### config.mk
export PLATFORM = sky130hd
export DESIGN_NAME = decode_ctrl_stage
export DESIGN_NICKNAME = d
export VERILOG_FILES = /design/src/rtl/decode_ctrl_stage.sv
export SDC_FILE = /design/constraint.sdc
export NUM_CORES = 1
export LEC_CHECK = 0
export ABC_AREA = 1
export CORE_MARGIN = 2
export CORE_UTILIZATION = 41
export CTS_CLUSTER_SIZE = 28
export DETAILED_ROUTE_END_ITERATION = 16
export PLACE_DENSITY_LB_ADDON = 0.05
export SYNTH_ARGS = -nofsm -noshare
export SYNTH_HDL_FRONTEND = slang
export SYNTH_SLANG_ARGS = --single-unit
### constraint.sdc
create_clock -name clk -period 1.7 [get_ports clk]
set_clock_uncertainty 0.1 [all_clocks]
set_input_delay 0.34 -clock clk [delete_from_list [all_inputs] [get_ports clk]]
set_output_delay 0.34 -clock clk [all_outputs]
set_load 0.03 [all_outputs]
### src/rtl/decode_ctrl_stage.sv
`timescale 1ns/1ps
`default_nettype none
// ============================================================================
//  Module   : decode_ctrl_stage
//  Brief    : Registered RV32I decode stage (ID/EX register) with valid/ready
//             handshake, flush, CSR/MRET/illegal decode and a serialisation
//             FSM that drains the pipeline before serialising instructions.
//  Config   : define RV_MEXT_EN to decode the M extension (mul/div/rem);
//             without it those encodings are flagged illegal.
//  Revision : 1.0 - initial release
// ============================================================================
module decode_ctrl_stage #(
    parameter int ALU_OP_W = 5,
    parameter int CNT_W    = 16
) (
    input  logic                clk,
    input  logic                rst_n,
    input  logic [31:0]         instr,
    input  logic                in_valid,
    output logic                in_ready,
    output logic                out_valid,
    input  logic                out_ready,
    input  logic                flush,
    input  logic                pipe_empty,
    input  logic                ser_done,
    output logic [ALU_OP_W-1:0] alu_op,
    output logic [2:0]          mask,
    output logic [2:0]          br_type,
    output logic                reg_wr,
    output logic                sel_a,
    output logic                sel_b,
    output logic                rd_en,
    output logic                wr_en,
    output logic [1:0]          wb_sel,
    output logic [1:0]          csr_op,
    output logic                csr_imm,
    output logic                is_mret,
    output logic                illegal,
    output logic [4:0]          rd,
    output logic [4:0]          rs1,
    output logic [4:0]          rs2,
    output logic [CNT_W-1:0]    ser_stall_cycles
);

    localparam logic [1:0] ST_RUN   = 2'd0;
    localparam logic [1:0] ST_DRAIN = 2'd1;
    localparam logic [1:0] ST_SER   = 2'd2;

    localparam logic [6:0] OP_R      = 7'b0110011;
    localparam logic [6:0] OP_IMM    = 7'b0010011;
    localparam logic [6:0] OP_LOAD   = 7'b0000011;
    localparam logic [6:0] OP_STORE  = 7'b0100011;
    localparam logic [6:0] OP_BRANCH = 7'b1100011;
    localparam logic [6:0] OP_LUI    = 7'b0110111;
    localparam logic [6:0] OP_AUIPC  = 7'b0010111;
    localparam logic [6:0] OP_JAL    = 7'b1101111;
    localparam logic [6:0] OP_JALR   = 7'b1100111;
    localparam logic [6:0] OP_SYSTEM = 7'b1110011;

    localparam logic [6:0]  F7_ALT   = 7'b0100000;
    localparam logic [6:0]  F7_MEXT  = 7'b0000001;
    localparam logic [31:0] MRET_ENC = 32'h3020_0073;

    localparam logic [ALU_OP_W-1:0] ALU_ADD    = ALU_OP_W'(5'd0);
    localparam logic [ALU_OP_W-1:0] ALU_SRA    = ALU_OP_W'(5'd6);
    localparam logic [ALU_OP_W-1:0] ALU_SUB    = ALU_OP_W'(5'd9);
    localparam logic [ALU_OP_W-1:0] ALU_PASS_B = ALU_OP_W'(5'd10);

    typedef struct packed {
        logic [ALU_OP_W-1:0] alu_op;
        logic [2:0]          mask;
        logic [2:0]          br_type;
        logic                reg_wr;
        logic                sel_a;
        logic                sel_b;
        logic                rd_en;
        logic                wr_en;
        logic [1:0]          wb_sel;
        logic [1:0]          csr_op;
        logic                csr_imm;
        logic                is_mret;
        logic                illegal;
        logic [4:0]          rd;
        logic [4:0]          rs1;
        logic [4:0]          rs2;
    } bundle_t;

    logic [6:0] opcode;
    logic [2:0] funct3;
    logic [6:0] funct7;
    bundle_t    dec;
    logic       dec_ser;
    logic       accept;

    logic [1:0]       state_q, state_d;
    logic             out_valid_q, out_valid_d;
    bundle_t          bundle_q, bundle_d;
    logic [CNT_W-1:0] stall_cnt_q, stall_cnt_d;

    assign opcode = instr[6:0];
    assign funct3 = instr[14:12];
    assign funct7 = instr[31:25];

    // Base ALU code for the shared R/I funct3 map (or/and skip the sra slot).
    function automatic logic [ALU_OP_W-1:0] alu_base(input logic [2:0] f3);
        case (f3)
            3'b110:  alu_base = ALU_OP_W'(5'd7);
            3'b111:  alu_base = ALU_OP_W'(5'd8);
            default: alu_base = ALU_OP_W'({2'b00, f3});
        endcase
    endfunction

    // Combinational instruction decode; every field starts at zero.
    always_comb begin
        dec     = '0;
        dec.rd  = instr[11:7];
        dec.rs1 = instr[19:15];
        dec.rs2 = instr[24:20];
        case (opcode)
            OP_R: begin
                if (funct7 == F7_MEXT) begin
`ifdef RV_MEXT_EN
                    dec.alu_op = ALU_OP_W'({2'b10, funct3});
                    dec.reg_wr = 1'b1;
                    dec.sel_a  = 1'b1;
`else
                    dec.illegal = 1'b1;
`endif
                end else begin
                    dec.reg_wr = 1'b1;
                    dec.sel_a  = 1'b1;
                    dec.alu_op = alu_base(funct3);
                    if (funct7 == F7_ALT && funct3 == 3'b000) dec.alu_op = ALU_SUB;
                    if (funct7 == F7_ALT && funct3 == 3'b101) dec.alu_op = ALU_SRA;
                end
            end
            OP_IMM: begin
                dec.reg_wr = 1'b1;
                dec.sel_a  = 1'b1;
                dec.sel_b  = 1'b1;
                dec.alu_op = alu_base(funct3);
                if (funct7 == F7_ALT && funct3 == 3'b101) dec.alu_op = ALU_SRA;
            end
            OP_LOAD: begin
                dec.reg_wr = 1'b1;
                dec.rd_en  = 1'b1;
                dec.wb_sel = 2'd1;
                dec.mask   = funct3;
                dec.alu_op = ALU_ADD;
            end
            OP_STORE: begin
                dec.wr_en  = 1'b1;
                dec.mask   = funct3;
                dec.alu_op = ALU_ADD;
            end
            OP_BRANCH: begin
                dec.sel_b   = 1'b1;
                dec.br_type = funct3;
                dec.alu_op  = ALU_ADD;
            end
            OP_LUI: begin
                dec.reg_wr = 1'b1;
                dec.sel_b  = 1'b1;
                dec.alu_op = ALU_PASS_B;
            end
            OP_AUIPC: begin
                dec.reg_wr = 1'b1;
                dec.sel_b  = 1'b1;
                dec.alu_op = ALU_ADD;
            end
            OP_JAL: begin
                dec.reg_wr = 1'b1;
                dec.sel_b  = 1'b1;
                dec.wb_sel = 2'd2;
            end
            OP_JALR: begin
                dec.reg_wr = 1'b1;
                dec.sel_a  = 1'b1;
                dec.sel_b  = 1'b1;
                dec.wb_sel = 2'd2;
            end
            OP_SYSTEM: begin
                // funct3[1:0] is the CSR op, funct3[2] selects the zimm source.
                if (funct3[1:0] != 2'b00) begin
                    dec.csr_op  = funct3[1:0];
                    dec.csr_imm = funct3[2];
                    dec.reg_wr  = 1'b1;
                    dec.wb_sel  = 2'd3;
                end else if (instr == MRET_ENC) begin
                    dec.is_mret = 1'b1;
                end else begin
                    dec.illegal = 1'b1;
                end
            end
            default: dec.illegal = 1'b1;
        endcase
        // An illegal instruction must never touch the register file or memory.
        if (dec.illegal) begin
            dec.reg_wr = 1'b0;
            dec.rd_en  = 1'b0;
            dec.wr_en  = 1'b0;
        end
    end

    assign dec_ser = (dec.csr_op != 2'b00) | dec.is_mret | dec.illegal;

    // FSM state register.
    always_ff @(posedge clk or negedge rst_n) begin
        if (!rst_n) state_q <= ST_RUN;
        else        state_q <= state_d;
    end

    // FSM output: in_ready. Serialising instructions wait for an empty pipe and an empty output register.
    always_comb begin
        in_ready = 1'b0;
        if (!flush) begin
            case (state_q)
                ST_RUN: begin
                    if (in_valid && dec_ser) in_ready = pipe_empty && !out_valid_q;
                    else                     in_ready = !out_valid_q || out_ready;
                end
                ST_DRAIN: in_ready = pipe_empty && !out_valid_q;
                default:  in_ready = 1'b0;
            endcase
        end
    end

    assign accept = in_valid && in_ready;

    // FSM next-state; flush overrides everything, ser_done only matters in SER.
    always_comb begin
        state_d = state_q;
        if (flush) begin
            state_d = ST_RUN;
        end else begin
            case (state_q)
                ST_RUN: begin
                    if (in_valid && dec_ser) state_d = in_ready ? ST_SER : ST_DRAIN;
                end
                ST_DRAIN: begin
                    if (accept) state_d = dec_ser ? ST_SER : ST_RUN;
                end
                ST_SER: begin
                    if (ser_done) state_d = ST_RUN;
                end
                default: state_d = ST_RUN;
            endcase
        end
    end

    // Output register and saturating stall counter next-state.
    always_comb begin
        out_valid_d = out_valid_q;
        bundle_d    = bundle_q;
        stall_cnt_d = stall_cnt_q;
        if (flush) begin
            out_valid_d = 1'b0;
        end else if (accept) begin
            out_valid_d = 1'b1;
            bundle_d    = dec;
        end else if (out_ready) begin
            out_valid_d = 1'b0;
        end
        if ((state_q == ST_DRAIN || state_q == ST_SER) && stall_cnt_q != {CNT_W{1'b1}}) begin
            stall_cnt_d = stall_cnt_q + CNT_W'(1);
        end
    end

    // ID/EX register and counter state.
    always_ff @(posedge clk or negedge rst_n) begin
        if (!rst_n) begin
            out_valid_q <= 1'b0;
            bundle_q    <= '0;
            stall_cnt_q <= '0;
        end else begin
            out_valid_q <= out_valid_d;
            bundle_q    <= bundle_d;
            stall_cnt_q <= stall_cnt_d;
        end
    end

    assign out_valid        = out_valid_q;
    assign alu_op           = bundle_q.alu_op;
    assign mask             = bundle_q.mask;
    assign br_type          = bundle_q.br_type;
    assign reg_wr           = bundle_q.reg_wr;
    assign sel_a            = bundle_q.sel_a;
    assign sel_b            = bundle_q.sel_b;
    assign rd_en            = bundle_q.rd_en;
    assign wr_en            = bundle_q.wr_en;
    assign wb_sel           = bundle_q.wb_sel;
    assign csr_op           = bundle_q.csr_op;
    assign csr_imm          = bundle_q.csr_imm;
    assign is_mret          = bundle_q.is_mret;
    assign illegal          = bundle_q.illegal;
    assign rd               = bundle_q.rd;
    assign rs1              = bundle_q.rs1;
    assign rs2              = bundle_q.rs2;
    assign ser_stall_cycles = stall_cnt_q;

endmodule
`default_nettype wire

Word level (Yosys, flattened, before mapping)

Index checks and enable logic that the tools add are counted.

Output and inout bits: 56
Bits in read-only memories: 0
Memory bits (writable): 0
Bits in latches: 0
Register bits: 57
Word-level logic and storage cells: 105
Memories kept: 0

Divide/modulo/power cells: 0
Shifts and indexed selects: 0
Add/subtract/negate cells: 1
Magnitude comparators: 0
Mux-type cells: 38
Bitwise logic cells: 3
Multiply operators: 0
Reductions and logical operators: 22
Equal/unequal tests: 22

Operators with widths:

| cell                                                                    | number |
|---|---|
| 32-bit by 30-bit equality test with 1-bit output, second input constant | 1 |
| 7-bit by 6-bit equality test with 1-bit output, second input constant   | 4 |
| 7-bit equality test, second input constant                              | 4 |
| 2-bit two-way mux                                                       | 9 |
| 16-bit by 1-bit adder with 16-bit output, second input constant         | 1 |
| 4-bit two-way mux                                                       | 4 |
| 16-bit inequality test, second input constant                           | 1 |
| 5-bit case mux with 3 select lines                                      | 1 |
| 7-bit by 5-bit equality test with 1-bit output, second input constant   | 2 |
| 1-bit two-way mux                                                       | 13 |
| 2-bit case mux with 3 select lines                                      | 2 |
| 6-bit OR reduction                                                      | 2 |
| 5-bit two-way mux                                                       | 2 |
| 3-bit equality test, second input constant                              | 3 |
| 3-bit inequality test, second input constant                            | 3 |
| 4-bit case mux with 2 select lines                                      | 1 |
| 8-bit OR reduction                                                      | 1 |
| 7-bit by 1-bit equality test with 1-bit output, second input constant   | 1 |
| 7-bit by 2-bit equality test with 1-bit output, second input constant   | 1 |
| 1-bit logical AND                                                       | 6 |
| 3-bit two-way mux                                                       | 2 |
| 1-bit case mux with 3 select lines                                      | 2 |
| 2-bit OR reduction                                                      | 3 |
| 1-bit case mux with 2 select lines                                      | 2 |
| 12 further kinds                                                        | 15 |

Logic depth before layout (Yosys ltp)

Gate-level depths: netlist of the first run.

Depth after elaboration: 15
Depth in mapped cells: 16

Worst setup path before layout of the first run

Ideal clock, no wire load.

Path kind: register to register
Start point: register stall_cnt_q[0], in the netlist ser_stall_cycles[0]
End point: register stall_cnt_q[14], in the netlist ser_stall_cycles[14]
Buffers on the path: 0
Required time: 1.464 ns
Stages on the path, launching flop included: 12
Arrival time: 1.830 ns
Setup slack: -0.366 ns
Path through: dfrtp_1 -> ha_1 -> nand3_1 -> nor4_1 -> nand2_1 -> nand2_1 -> nor2_1 -> nand3_1 -> inv_1 -> nand2_1 -> nor3_1 -> xor2_1

Cells in the longest elaborated chain, start to end: 2

Ends and longest elaborated chain:

| element                                                                          | RTL line | text |
|---|---|---|
| from (decl)                                                                      | 98       | `logic [CNT_W-1:0] stall_cnt_q, stall_cnt_d;` |
| from (signal assigned)                                                           | 278      | `stall_cnt_q <= stall_cnt_d;` |
| branches (longest 2 deep; another with 16-bit by 1-bit adder with 16-bit output) | n/a      |  |

Parallel ways; which one is timed is not known.
A chain may end at the register's enable or synchronous reset.

Worst setup path after layout of the first run

Start point: input instr[1]
End point: register state_q[1]

Cells in the longest elaborated chain, start to end: 14

Ends and longest elaborated chain:

| element                                          | RTL line | text |
|---|---|---|
| from (decl)                                      | 18       | `input logic [31:0] instr,` |
| 32-bit by 30-bit equality test with 1-bit output | 189      | `end else if (instr == MRET_ENC) begin` |
| 1-bit two-way mux                                | 189      |  |
| 2-bit two-way mux                                | 184      | `if (funct3[1:0] != 2'b00) begin` |
| 4-bit two-way mux                                | 119      | `case (opcode)` |
| 1-bit bitwise OR                                 | 205      | `assign dec_ser = (dec.csr_op != 2'b00) \| dec.is_mret \| dec.illegal;` |
| 1-bit bitwise OR *                               | 205      |  |
| 1-bit logical AND                                | 219, 238 |  |
| 1-bit two-way mux                                | 219      | `if (in_valid && dec_ser) in_ready = pipe_empty && !out_valid_q;` |
| 1-bit case mux with 2 select lines               | 217      | `case (state_q)` |
| 1-bit two-way mux                                | 216      | `if (!flush) begin` |
| 2-bit two-way mux (2 in a row)                   | 238      | `if (in_valid && dec_ser) state_d = in_ready ? ST_SER : ST_DRAIN;` |
| 2-bit case mux with 3 select lines               | 236      | `case (state_q)` |
| 2-bit two-way mux                                | 233      | `if (flush) begin` |
| to (signal assigned)                             | 210      | `else state_q <= state_d;` |
| to (decl)                                        | 95       | `logic [1:0] state_q, state_d;` |

Mark *: on every way between the ends. The rest lies on a longest branch, timed or not. The select of a mux whose other input is x is not followed.

==> impl_metrics.ini, run 1 <==
[layout]
area_growth_pct = 102
finalNetCount = 603
mostFrequentLayoutCells = buf_4, dlygate4sd2_1, dfrtp_1
final_util_pct = 84.9
nFillCells = 374
drive_gt1_share_pct = 52.8
layout_commonest_cell = buf_4
fin_cells = 641
diodes = 0

[worst_setup_path]
crit_path_start_kind = input pin
path_max_fanout = 4
cp-startpoint = instr[1]
crit_chain = buf_4 -> nand2_8 -> nor2_4 -> nand2_2 -> nand2_2 -> nor2_2 -> nand3_2 -> nand2_2 -> nand2_2 -> buf_4 -> buf_4 -> buf_4 -> buf_4 -> a22oi_2 -> nand2_2 -> nand3_1 -> nand2_1
ff2ff_setup_slack_ps = -250
crit_end = state_q[1]
slowest_delay_ps = 250
required_ps = 1800
r2r-start = state_q[1]
r2r_end = wb_sel[0]
worst-setup-path-type = input pin to register
rr_worst_depth = 10
critPathArrivalTime_ps = 2250
worst_path_max_delay_cell = a22oi_2
crit_path_end_kind = register

[pwr]
ir_drop_mv = 0.747
pwr-share-clk_pct = 14.4
power.net_switching_mw = 2.60
leakagePower_nw = 2.89
fin_total_pwr_mw = 6.14
pwr_density_cell_mw_per_mm2 = 1080
p_int_mw = 3.54
power_frac_comb_pct = 54.1
switching_share_pct = 42.4
power_frac_seq_pct = 31.5

[routing]
drtIter0Drc = 144
num_vias = 3408
drc = 0
via_per_inst = 5.32
ant_nets = 0
avgRoutedWirePerCell_um = 18.3
first_pass_iters = 4
drt-total-wl_mm = 11.7

[global_routing]
track_usage_pct = 26.6
use_met1_pct = 31.6
grtUsageMet3_pct = 3.98
grt_overflow = 0
grt_max_degree = 57
top_usage_layer = met2
grt_antenna_before_repair = 0
grt_pass1_vias = 3334
grt_pass1_wl_mm = 15.7
globalRouteMet2Util_pct = 48.9

[cts]
cts_made_buffers = 5
clkLatencyLatePin_ps = 310
cts_tree = built
clkSinkCount = 56
cts_buffer_depth = 2
htreeDepth = 2
clk_pin_slew_ps = 100
ctsRootBufferMaster = clkbuf_8

[timing]
finalSetupViolCount = 43
rsz0062_at_grt = true
timing.final.ws_setup_ps = -450
slew_viol_final = 0
fmax_mhz = 465
hold_ws_ps = 328
finalHoldViolations = 0
period_share_pct = 126
fin_crit_ps = 2150

[synth]
synth_nets = 388
synth_area_per_cell_um2 = 8.20
ys_warn_count = 0
ys_ff_latch = 56
post_synth_num_cell_types = 33
synth_top_area_share_pct = 49.5
ys_top_cells_by_area = dfrtp_1, nand2_1, inv_1, o21ai_0, nor2_1
synth_cells = 345
synth_seq_area_share_pct = 49.5
yosys.area.top_type = dfrtp_1
netlist_area_mm2 = 0.00283

[placement]
dp_slack_ps = -956
placed_cells = 578
dp_hpwl_mm = 6.01
place_congestion = 0.867
io_buffers = 93

[run_status]
outcome = complete, but fails checks
violations = negative setup slack

[worst_hold_path]
hold_path_class = input pin to register

[floorplanning]
die_h_um = 87.1
core_mm2 = 0.00672
die_width_um = 87.1
io_pins = 95
rows = 30
die_area_mm2 = 0.00758
start_util_pct = 42.1

[job]
drv_cap = 0
==> critical path, delay by kind of cell <==
family                 cells  cell delay, ps
AO/OA/AOI/OAI              1             250
buffers and inverters      5             640
AND/OR/NAND/NOR           11            1020
==> state kept, by name, indices dropped and copies added (netlist names) <==
name and flops:
br_type 3, wr_en 1, csr_op 2, rd 5, rs2 5, illegal 1
is_mret 1, sel_b 1, wb_sel 2, rd_en 1, csr_imm 1, state_q 2
sel_a 1, reg_wr 1, mask 3, rs1 5, ser_stall_cycles 16, alu_op 4
out_valid 1
==> timing repair <==
| action | in CTS | in global routing |
|---|---|---|
| buffers inserted | 40 | 11 |
| gates resized for setup | 202 | 134 |
| cloned | 5 | 2 |
| endpoints found under the hold margin | 56 | 0 |
| pin swaps | 41 | 30 |
| hold buffers | 1 | 0 |
| setup endpoints to repair | 100 | 57 |
==> layout make-up <==
type / count / area [um2] / share of cell area, %
clock inverters: 2 / 35.0 / 0.614
repair buffers: 215 / 1990 / 35.0
clock buffers: 6 / 72.6 / 1.27
well taps: 80 / 100 / 1.75
multi-input cells: 238 / 1870 / 32.8
inverters: 43 / 201 / 3.53
flip-flops and latches: 56 / 1410 / 24.7
repair inverters: 1 / 16.3 / 0.285
==> synthesized netlist by cell type (all sizes together) <==
cell type / n
nand2: 103
dfrtp: 56
inv: 43
nor2: 29
o21ai: 24
nand3: 21
xor2: 10
nand4: 8
buf: 7
nor4: 7
nor3: 6
o31ai: 5
xnor2: 5
a21oi: 4
ha: 4
o21a: 4
or2: 2
a22oi: 1
clkbuf: 1
conb: 1
nor3b: 1
o211ai: 1
o21bai: 1
o221ai: 1
==> through the flow <==
| step | TNS (ps) | instance area, um2 |
|---|---|---|
| after floorplan | -4940 | 2950 |
| after global placement | -33940 | 4460 |
| after detailed placement | -36820 | 4460 |
| after CTS | -5390 | 5270 |
| after global routing | -15960 | 5700 |
| final | -13160 | 5700 |
==> logic make-up (layout without fill, tap and decap cells) <==
family          after synthesis  after routing  share of synthesized area (%)
other cells                   1              1                          0.133
flops                        56             56                           49.5
compound gates               41             41                           8.63
buf+inv                      51            267                           7.83
fa+ha+maj                     4              4                           1.77
xor+xnor                     15             15                           4.64
simple gates                177            177                           27.5
==> power groups by stage <==
| stage | logic, mW | clock network, mW | registers (mW) |
|---|---|---|---|
| after floorplan | 0.750 | 0 | 2.46 |
| after global placement | 2.50 | 0 | 1.87 |
| after detailed placement | 2.53 | 0 | 1.87 |
| after CTS | 2.82 | 0.888 | 1.84 |
| after global routing | 3.51 | 0.930 | 1.97 |
| final | 3.32 | 0.885 | 1.94 |
==> how the worst min path moves through the flow <==
| stage | start | slack [ps] | depth (start not counted) | end |
|---|---|---|---|---|
| finish | instr[3] | 330 | 6 | wr_en |
| global route | instr[3] | 340 | 6 | wr_en |
| global placement | rst_n | 270 | 2 | rd[2] |
| CTS | instr[2] | 330 | 6 | wr_en |
| detailed placement | rst_n | 270 | 2 | ser_stall_cycles[4] |
| floorplan | rst_n | -60 | 0 | alu_op[0] |
==> per-layer routing <==
layer  vias up  wire length, um
li1       1546                -
met1      1664             4400
met2       154             6250
met3        44              612
met4         0              451
met5         -                0
Note: power is estimated with default switching activity, not from simulation.
==> inputs of run 2 (changes only) <==
--- a/config.mk
+++ b/config.mk
@@ -6,11 +6,12 @@
 export NUM_CORES = 1
 export LEC_CHECK = 0
 export ABC_AREA = 1
+export CAP_MARGIN = 5
 export CORE_MARGIN = 2
 export CORE_UTILIZATION = 41
 export CTS_CLUSTER_SIZE = 28
 export DETAILED_ROUTE_END_ITERATION = 16
-export PLACE_DENSITY_LB_ADDON = 0.05
+export PLACE_DENSITY = 0.78
 export SYNTH_ARGS = -nofsm -noshare
 export SYNTH_HDL_FRONTEND = slang
 export SYNTH_SLANG_ARGS = --single-unit
==> impl_metrics.ini, run 2 (synthesis results as in run 1) <==
[cts]
clk_pin_slew_ps = 120
ctsRootBufferMaster = clkbuf_8
cts_tree = built
clkLatencyLatePin_ps = 310
htreeDepth = 2
clkSinkCount = 56
cts_buffer_depth = 2
cts_made_buffers = 5

[worst_setup_path]
slowest_delay_ps = 420
crit_path_start_kind = input pin
rr_worst_depth = 9
r2r_end = alu_op[0]
r2r-start = state_q[1]
crit_chain = clkbuf_2 -> nor2_2 -> buf_4 -> buf_4 -> buf_4 -> buf_4 -> buf_4 -> nand4_1 -> nor4_4 -> a21oi_1 -> o21ai_0 -> nand2_1 -> nand2_1
worst-setup-path-type = input pin to register
required_ps = 1850
critPathArrivalTime_ps = 2290
crit_path_end_kind = register
worst_path_max_delay_cell = nor4_4
path_max_fanout = 2
critical-path-top-cell-by-count = buf_4
ff2ff_setup_slack_ps = -310

[floorplanning]
die_width_um = 87.1
rows = 30
die_area_mm2 = 0.00758
io_pins = 95
core_mm2 = 0.00672
start_util_pct = 42.1
die_h_um = 87.1

[pwr]
pwr_density_cell_mw_per_mm2 = 1130
power_frac_comb_pct = 56.3
fin_total_pwr_mw = 6.61
power.net_switching_mw = 2.88
power_frac_seq_pct = 30.0
p_int_mw = 3.73
leakagePower_nw = 3.06
pwr-share-clk_pct = 13.7
ir_drop_mv = 0.775
switching_share_pct = 43.6

[worst_hold_path]
hp-start = instr[6]
hold_path_class = input pin to register
hold_depth = 5
holdPathEnd = wr_en

[timing]
period_share_pct = 126
tns_ps = -15750
finalHoldViolations = 0
slew_viol_final = 0
worstMarginPinSlew_ps = 544
fin_crit_ps = 2140
hold_ws_ps = 386
rsz0062_at_grt = true
slew_headroom_pct = 63.6
fmax_mhz = 466
finalSetupViolCount = 51
timing.final.ws_setup_ps = -444

[global_routing]
grt_pass1_wl_mm = 16.7
grt_pass1_vias = 3494
grt_antenna_before_repair = 0
grt_max_degree = 57
track_usage_pct = 28.6
grt_overflow = 0

[layout]
drive_gt1_share_pct = 56.9
layout_commonest_cell = buf_4
largest_reg_flops = 16
area_growth_pct = 107
final_util_pct = 87.3
mostFrequentLayoutCells = buf_4, dlygate4sd2_1, dfrtp_1
finalNetCount = 606
diodes = 0

[routing]
ant_nets = 0
drtIter0Drc = 388
via_per_inst = 5.72
drt-total-wl_mm = 13.9
drc = 0
num_vias = 3682
avgRoutedWirePerCell_um = 21.6
first_pass_iters = 5

[run_status]
violations = negative setup slack
outcome = complete, but fails checks

[placement]
io_buffers = 93
place_congestion = 0.860
dp_slack_ps = -1010
dp_hpwl_mm = 6.15

[job]
drv_cap = 0
run 2: final cells by class:
cell class / count / area [um2]
Multi-Input combinational cell: 238 / 2030
Timing Repair Buffer: 219 / 2010
Sequential cell: 56 / 1410
Fill cell: 252 / 851
Inverter: 43 / 199
Tap cell: 80 / 100
Clock buffer: 6 / 72.6
Clock inverter: 2 / 35.0
run 2: timing repair:
action	CTS	global route
setup buffers	48	20
gates resized for setup	186	189
gates cloned	3	3
hold buffers	1	0
endpoints found under the hold margin	56	0
pin swaps	38	42
setup endpoints to repair	98	61
run 2: stage by stage:
stage / area, um2 / instances
2_1_floorplan: 2950 / 345
3_3_place_gp: 4390 / 570
3_5_place_dp: 4390 / 570
4_1_cts: 5090 / 628
5_1_grt: 5870 / 644
6_report: 5870 / 644
run 2: how the worst max path moves through the flow:
| stage | from | end | slack, ps | cells past startpoint |
|---|---|---|---|---|
| after floorplan | instr[1] | br_type[1] | -190 | 15 |
| after global placement | instr[6] | rs1[1] | -890 | 15 |
| after detailed placement | instr[1] | rs1[3] | -1010 | 15 |
| after CTS | state_q[0] | in_ready | -270 | 6 |
| after global routing | instr[28] | alu_op[1] | -480 | 13 |
| final | instr[28] | alu_op[1] | -440 | 13 |
run 2: power by group through the flow:
stage               Sequential, mW  Combinational (mW)  Clock, mW
finish                        1.99                3.72      0.907
global placement              1.89                2.40          0
global route                  2.01                3.86      0.944
floorplan                     2.46               0.750          0
CTS                           1.87                2.74      0.896
detailed placement            1.89                2.46          0
run 2: worst max-delay path: cells and delay by family:
family	cells	cell delay (ps)
AO/OA/AOI/OAI	2	350
buffers and inverters	6	620
AND/OR/NAND/NOR	5	980
run 2: per-layer routing:
metal,vias up,wire length [um],GRT usage [%],part of all wire (%)
met4,0,852,13.8,6.1
met1,1792,5180,33.5,37
li1,1553,-,-,-
met5,-,0,0,0
met3,96,893,3.79,6.4
met2,241,6970,51.1,50
==> inputs of run 3 (changes only) <==
--- a/config.mk
+++ b/config.mk
@@ -9,9 +9,9 @@
 export CAP_MARGIN = 5
 export CORE_MARGIN = 2
 export CORE_UTILIZATION = 41
-export CTS_CLUSTER_SIZE = 28
 export DETAILED_ROUTE_END_ITERATION = 16
 export PLACE_DENSITY = 0.78
+export SKIP_LAST_GASP = 1
 export SYNTH_ARGS = -nofsm -noshare
 export SYNTH_HDL_FRONTEND = slang
 export SYNTH_SLANG_ARGS = --single-unit
==> impl_metrics.ini, run 3 (synthesis results as in run 1) <==
[pwr]
power_frac_comb_pct = 54.5
leakagePower_nw = 2.97
pwr-share-clk_pct = 14.4
pwr_density_cell_mw_per_mm2 = 1100
power_frac_seq_pct = 31.2
switching_share_pct = 43.5
p_int_mw = 3.58
ir_drop_mv = 0.772
power.net_switching_mw = 2.76

[timing]
finalHoldViolations = 0
slew_viol_final = 0
timing.final.ws_setup_ps = -483
finalSetupViolCount = 51
period_share_pct = 128
fmax_mhz = 458
fin_crit_ps = 2180
rsz0062_at_grt = true
tns_ps = -14770

[global_routing]
grt_max_degree = 57
track_usage_pct = 28.1
grt_pass1_wl_mm = 16.5
grt_antenna_before_repair = 0
grt_overflow = 0
grt_pass1_vias = 3426

[worst_setup_path]
worst_path_max_delay_cell = nor3_1
path_max_fanout = 2
critPathArrivalTime_ps = 2320
cp_num_buf_inv = 6
crit_path_start_kind = input pin
crit_path_end_kind = register
critical-path-top-cell-by-count = buf_4
required_ps = 1840
slowest_delay_ps = 380
crit_chain = clkbuf_2 -> nor2_2 -> buf_4 -> buf_4 -> buf_4 -> buf_4 -> buf_4 -> nand4_1 -> nor3_1 -> nand2_1 -> o21ai_1 -> nand2_1 -> o31ai_2
worst-setup-path-type = input pin to register
crit_family = simple AND/OR/NAND/NOR gates

[routing]
drtIter0Drc = 392
drt-total-wl_mm = 13.7
drc = 0
first_pass_iters = 5
ant_nets = 0
avgRoutedWirePerCell_um = 21.2
via_per_inst = 5.73
num_vias = 3686

[floorplanning]
die_area_mm2 = 0.00758
die_h_um = 87.1
die_width_um = 87.1
start_util_pct = 42.1
rows = 30
io_pins = 95
core_mm2 = 0.00672

[layout]
diodes = 0
multi_input_area_mm2 = 0.00191
regArea_mm2 = 0.00141
mostFrequentLayoutCells = buf_4, dlygate4sd2_1, nand2_1
finalNetCount = 605
largest_reg_flops = 16
drive_gt1_share_pct = 52.0
final_area_mm2 = 0.00573
layout_commonest_cell = buf_4
nFillCells = 290
area_growth_pct = 103

[cts]
cts_made_buffers = 5
cts_tree = built
cts_buffer_depth = 2
ctsRootBufferMaster = clkbuf_8
clk_pin_slew_ps = 110
htreeDepth = 2
clkSinkCount = 56
clkLatencyLatePin_ps = 310

[run_status]
outcome = complete, but fails checks
violations = negative setup slack

[worst_hold_path]
hold_path_class = input pin to register

[job]
drv_cap = 0

[placement]
io_buffers = 93
place_area_mm2 = 0.00439
dp_hpwl_mm = 6.15
place_congestion = 0.860
-- run 3: final timing paths --
path                                  from                  end  slack (ps)  cells after the start
worst max-delay path             instr[28]            alu_op[0]        -480                     13
worst min-delay path              instr[6]                wr_en         380                      5
worst max register to register  state_q[1]                sel_b        -380                     10
worst min register to register   alu_op[3]            alu_op[3]         400                      2
max in group asynchronous            rst_n  ser_stall_cycles[6]         780                      3
min in group asynchronous            rst_n              is_mret         420                      3
-- run 3: area by class of cell --
type,instances,share of cell area (%)
Inverter,43,3.34
Timing Repair Buffer,218,35.1
Clock buffer,6,1.27
Clock inverter,2,0.611
Tap cell,80,1.75
Multi-Input combinational cell,238,33.3
Sequential cell,56,24.6
-- run 3: metrics by stage --
step	instances	power [mW]	worst slack, ps	util (%)	hold slack, ps
after CTS	628	5.51	-268	75.5	261
after global routing	643	6.54	-514	85.3	368
final	643	6.33	-483	85.3	380
after detailed placement	570	4.36	-1010	65.3	259
after floorplan	345	3.21	-191	-	-55.6
after global placement	570	4.29	-895	65.3	257
-- run 3: power by group through the flow --
stage / clock network (mW) / registers [mW] / logic [mW]
after detailed placement: 0 / 1.89 / 2.46
after floorplan: 0 / 2.46 / 0.750
after global routing: 0.955 / 2.00 / 3.59
after CTS: 0.896 / 1.87 / 2.74
after global placement: 0 / 1.89 / 2.40
final: 0.910 / 1.97 / 3.45
-- run 3: what timing repair did --
item                                   in CTS  in global routing
setup endpoints to repair                  98                 59
resized for setup                         182                150
pin swaps                                  38                 40
gates cloned                                3                  3
endpoints found under the hold margin      56                  0
hold buffers                                1                  0
setup buffers                              48                 18
-- run 3: routing by layer --
layer | vias to the layer above | track usage, % | part of all wire (%)
met5 | - | 0 | 0
met4 | 0 | 12.5 | 5.7
met3 | 98 | 2.65 | 6.4
met2 | 254 | 50.8 | 51
met1 | 1785 | 33.7 | 37
li1 | 1549 | - | -
-- run 3: worst register-to-register path: cells and delay by family (launching register included) --
kind	cells	cell delay, ps
flip-flops	1	400
buffers and inverters	5	570
adder cells (fa/ha/maj)	1	180
AO/OA/AOI/OAI	2	450
AND/OR/NAND/NOR	2	290
